## src/rtl/regfile_mp.sv

```systemverilog
// regfile_mp: parametrised multi-read-port register file with bulk-clear sweep; define REGFILE_BYPASS_EN for write-first bypass
module regfile_mp #(
  parameter int DATA_W   = 32,
  parameter int ADDR_W   = 5,
  parameter int NUM_RD   = 2,
  parameter int ZERO_REG = 1
) (
  input  logic                     CLK,
  input  logic                     Reset,
  input  logic                     RegWr,
  input  logic [ADDR_W-1:0]        Rw,
  input  logic [DATA_W-1:0]        busW,
  input  logic [NUM_RD*ADDR_W-1:0] Ra,
  output logic [NUM_RD*DATA_W-1:0] busA,
  input  logic                     Clr,
  output logic                     Busy
);
  localparam int DEPTH = 2**ADDR_W;
  typedef enum logic {IDLE, SWEEP} state_t;
  state_t state, state_nxt;
  logic [ADDR_W-1:0] cnt, cnt_nxt;
  logic [DATA_W-1:0] mem [DEPTH];
  logic wr_ok;
  assign Busy  = state == SWEEP;
  assign wr_ok = state == IDLE && RegWr && !(ZERO_REG != 0 && Rw == '0);
  // state, sweep counter and array updates; reset clears everything and aborts a sweep
  always_ff @(posedge CLK) begin
    if (Reset) begin
      state <= IDLE;
      cnt   <= '0;
      for (int i = 0; i < DEPTH; i++) mem[i] <= '0;
    end else begin
      state <= state_nxt;
      cnt   <= cnt_nxt;
      if (wr_ok) mem[Rw] <= busW;
      if (state == SWEEP) mem[cnt] <= '0;
    end
  end
  // sweep sequencing: Clr starts from entry 0, exit on the edge that clears the last entry
  always_comb begin
    state_nxt = state;
    cnt_nxt   = cnt;
    if (state == IDLE && Clr) begin
      state_nxt = SWEEP;
      cnt_nxt   = '0;
    end else if (state == SWEEP) begin
      cnt_nxt   = cnt + 1'b1;
      state_nxt = &cnt ? IDLE : SWEEP;
    end
  end
  for (genvar g = 0; g < NUM_RD; g++) begin : g_rd
    logic [ADDR_W-1:0] a;
    logic              z;
    logic              byp;
    assign a = Ra[g*ADDR_W +: ADDR_W];
    assign z = Reset || Busy || (ZERO_REG != 0 && a == '0);
`ifdef REGFILE_BYPASS_EN
    assign byp = state == IDLE && RegWr && Rw == a;
`else
    assign byp = 1'b0;
`endif
    assign busA[g*DATA_W +: DATA_W] = z ? '0 : byp ? busW : mem[a];
  end
endmodule

```

## config.mk

```make
export PLATFORM = sky130hd
export DESIGN_NAME = regfile_mp
export DESIGN_NICKNAME = d
export VERILOG_FILES = /design/src/rtl/regfile_mp.sv
export SDC_FILE = /design/constraint.sdc
export NUM_CORES = 2
export LEC_CHECK = 0
export CAP_MARGIN = 25
export CORE_MARGIN = 4
export CORE_UTILIZATION = 26
export CTS_BUF_LIST = sky130_fd_sc_hd__clkbuf_16
export CTS_CLUSTER_DIAMETER = 60
export DETAILED_ROUTE_END_ITERATION = 6
export REMOVE_ABC_BUFFERS = 1
export SYNTH_ARGS = -nofsm -noshare
export SYNTH_HDL_FRONTEND = slang
export SYNTH_SLANG_ARGS = --single-unit
```

## constraint.sdc

```tcl
create_clock -name CLK -period 11.21 [get_ports CLK]
set_clock_uncertainty 0.15 [all_clocks]
set_input_delay 1.6815 -clock CLK [delete_from_list [all_inputs] [get_ports CLK]]
set_output_delay 1.6815 -clock CLK [all_outputs]
set_load 0.01 [all_outputs]
```

After elaboration in Yosys (flattened, before gate mapping):

Memories as Yosys holds them, arrays and structs flattened.
Cells that the tools add are included.
W data, S select, Z words.

* output and inout bits: 65
* flip-flop bits (word level): 6
* memories: 1
* logic and storage cells: 38
* input bits: 51
* memory bits (writable): 1024

* bitwise operators: 1
* add/subtract/negate cells: 1
* reductions and logical operators: 14
* mux-type cells: 19

Memories
* mem: depth 32, bits a word 32, rd ports 2, clocked after Yosys merged registers in 0, wr ports 32, line 22 `logic [DATA_W-1:0] mem [DEPTH];`

Operators with widths (number)
* $mux W32: 4
* $reduce_or A32 Y1: 2
* $logic_not A5 Y1: 3
* $mux W1: 13
* $mux W5: 2
* $add A5 B1 Y5 const B: 1
* $reduce_and A5 Y1: 1
* $logic_and A1 B1 Y1: 3
* $logic_or A1 B1 Y1: 3
* $reduce_or A2 Y1: 1
* $logic_not A1 Y1: 1
* $not A1 Y1: 1

Longest topological paths before layout:

* depth in word-level cells: 9
* gate-level depth with buffers: 9
* gate-level depth less buffers: 6

Worst setup path before layout:

No wires, ideal clock.

* path type: in2reg
* start: input port Rw[2]
* end: memory mem[4][0], enable pin
* cell stages on the path: 7
* path slack: 5.336 ns
* required time: 10.590 ns
* setup time: 0.470 ns
* path buffers: 3
* data arrival time: 5.254 ns
* path through: buf_2 nor4_1 o41a_1 or3b_1 buf_2 buf_6 o31ai_1

RTL lines
* from (decl): line 11 `input logic [ADDR_W-1:0] Rw,`
* to (decl): line 22

Final worst setup path:

* start: input port Ra[6]
* end: output port busA[46]

* longest elaborated chain between the ends: 3
* elaborated cells on any way between the ends: 4
* those cells by class: 1 x mux; 2 x reduce/logical; 1 x memory

Ends and longest elaborated chain
* from (decl): line 13 `input logic [NUM_RD*ADDR_W-1:0] Ra,`
* branches (longest 2 deep; another with $mem_v2 Z32 W32)
* $mux W32 *: line 62 `assign busA[g*DATA_W +: DATA_W] = z ? '0 : byp ? busW : mem[a];`
* to (decl): line 14 `output logic [NUM_RD*DATA_W-1:0] busA,`

Every way passes the cells marked *.

==> metrics.csv <==
stage,metric,value,unit
global_route,grt_pass1_wl,283,mm
timing,min_period,7.85,ns
cts,cts.path.max_buffers,3,
timing,hold_ws,0.498,ns
logic_synthesis,syn-cell-area,54700,um2
floorplanning,ios,116,
global_route,use_met2,28.6,%
final_layout,fin_nets,3676,
global_route,use_met1,23.0,%
setup_path,cp.required,9.38,ns
logic_synthesis,ys.flop_type,edfxtp_1,
final_layout,instances_no_fill,6528,
global_route,grt_max_degree,146,
timing,final.setup.tns,0,ns
timing,rsz0062_at_grt,no,
logic_synthesis,ys_ff_latch,1030,
cts,htreeDepth,3,
cts,cts_tree,built,
cts,clk_latency,0.72,ns
floorplanning,dieWidth,467,um
job,drv_cap,0,
route,ant_nets,0,
global_route,busiest_layer,met2,
power_and_ir_drop,p_leak,19.7,nW
setup_path,start_kind,input pin,
placement,dp_slack,3.37,ns
logic_synthesis,synth.avg_cell_area,14.8,um2
setup_path,crit_arrival,6.01,ns
power_and_ir_drop,finalPower,9.35,mW
final_layout,fin_area,62900,um2
cts,cts_buffers,113,
floorplanning,start_util,26.1,%
route,drcViolationCount,0,
placement,dpl.hpwl,113,mm
logic_synthesis,yosysUniqueCellTypes,50,
placement,dp.cells,6295,
logic_synthesis,synth-edff-count,1024,
logic_synthesis,yosysTopAreaCellShare,56.2,%
timing,relSlewSlack,24.5,%
logic_synthesis,synth_cells,3708,
setup_path,crit_path_max_fanout,37,
floorplanning,fp-row-count,168,
global_route,grt_pass1_vias,37461,
power_and_ir_drop,powerDensity,149,nW/um2
logic_synthesis,synth_top_cells_by_count,"edfxtp_1 (1024), nor3_1 (741), mux4_2 (440), clkbuf_1 (279), mux2i_1 (278)",
timing,finalSetupViolCount,0,
route,drt_iter0_drc,5054,
timing,drv_slew,0,
floorplanning,core_area,209000,um2
placement,routabilityCongestion,0.803,
setup_path,cp-end-kind,primary output,
floorplanning,die_y,467,um
route,firstDrtPassIters,6,
final_layout,syn_to_final_growth,15.0,%
global_route,grt_util_all_layers,17.8,%
route,wl_per_cell,30.5,um
timing,hold_viol_final,0,
cts,root_buffer,clkbuf_16,
cts,ctsHoldBuffers,0,
final_layout,drive_gt1_share,26.0,%
logic_synthesis,synth-seq-area-share,56.4,%
worst_hold_path,hold_class,flop to flop,
timing,tightest_slew,1.13,ns
global_route,grt_overflow,0,
logic_synthesis,async_reset_ff_share,0,%
cts,cts_setup_buffers,0,
route,via_per_inst,5.72,
power_and_ir_drop,vdd_drop_max,0.137,mV
logic_synthesis,synth_area_leaders,"edfxtp_1 (56%), mux4_2 (18%), nor3_1 (6.8%)",
final_layout,n_fill_cell,20756,
route,vias,37331,
logic_synthesis,yosysMostFrequentCell,edfxtp_1,
global_route,antenna_found_initial,13,
logic_synthesis,synth_largest_area_cell,edfxtp_1,
placement,placed_area,58900,um2
timing,period_share,70.0,%
setup_path,critPathKind,input pin to primary output,
timing,setup_ws,3.36,ns
global_route,grtUsageMet3,3.80,%
status,status,completed,
timing,fmax,0.127,GHz
route,wl,199,mm
cts,cts.repair.resized,0,
floorplanning,die_area,218000,um2
placement,io_buffers,115,
cts,clk_pin_slew,0.05,ns
cts,clock_sinks,1030,
logic_synthesis,yosys_warnings,0,
final_layout,fin_util,30.0,%
-- worst paths after layout --
path	startpoint	endpoint	slack, ns	depth (start not counted)
setup reg to reg	Busy$_SDFF_PP0_	mem[16][0]$_SDFFCE_PN0P_	5.81	7
hold reg to reg	cnt[0]$_SDFFE_PP0P_	cnt[0]$_SDFFE_PP0P_	0.50	2
setup / recovery	Ra[6]	busA[46]	3.36	9
hold / removal	cnt[0]$_SDFFE_PP0P_	cnt[0]$_SDFFE_PP0P_	0.50	2
-- report_power, final --
| group | switching (mW) | internal, mW | leakage [nW] |
|---|---|---|---|
| combinational | 0.798 | 0.433 | 7.28 |
| clock | 1.63 | 2.03 | 1.84 |
| sequential | 0.0757 | 4.39 | 10.6 |
| total | 2.50 | 6.85 | 19.7 |
-- cell type report --
class	instances	area (um2)	area share, %
Clock inverter	98	716	1.14
Inverter	6	22.5	0.0358
Clock buffer	114	2850	4.54
Sequential cell	1030	30900	49.1
Timing Repair Buffer	252	2730	4.34
Tap cell	2805	3510	5.58
Multi-Input combinational cell	2220	22200	35.3
Antenna cell	3	7.51	0.0119
-- layer usage --
layer	wire length (um)	share of wire, %	up-vias
li1	-	-	14947
met1	75200	38	19621
met2	93600	47	2267
met3	19900	10	480
met4	10100	5.1	16
met5	100	0.050	-
-- placed cells by master (no fill, tap or decap), types with 8 or more instances in the layout --
cell type / n
inv_6: 8
a22oi_1: 18
o22a_1: 32
a2111oi_0: 34
o21ai_4: 29
clkdlybuf4s50_1: 105
mux2_2: 12
nor2_1: 137
inv_1: 25
bufinv_16: 8
a22o_1: 44
a211oi_1: 11
o22ai_1: 34
buf_16: 20
nand4_1: 32
o221ai_1: 52
clkinv_2: 21
buf_8: 11
clkinv_1: 31
buf_4: 103
mux2i_1: 278
nand2_1: 51
mux4_2: 440
nor3_1: 741
a221oi_1: 10
conb_1: 32
a21oi_1: 21
edfxtp_1: 1024
nor3_2: 145
clkbuf_16: 114
-- flip-flops by register name (all words and copies together) (netlist names) --
name and flops:
Busy 1, mem 1024, cnt 5
-- worst max-delay path, cell delays in order --
cell and delay, ns:
buf_4 0.50, buf_4 0.76, or3b_2 0.66, buf_4 0.46, o22ai_1 0.15, a2111oi_0 0.78
buf_4 0.23, nor3_1 0.14, clkdlybuf4s50_1 0.56
-- logic make-up after synthesis --
group                    Yosys count  synth area share (%)
buffers and inverters            489                  4.16
XOR/XNOR                           2                0.0320
adder cells (fa/ha/maj)            2                0.0457
AO/OA/AOI/OAI                    302                  4.23
AND/OR/NAND/NOR                 1150                  11.6
flip-flops                      1030                  56.4
other                              1               0.00685
multiplexers                     732                  23.5
(Power assumes the default switching activity.)
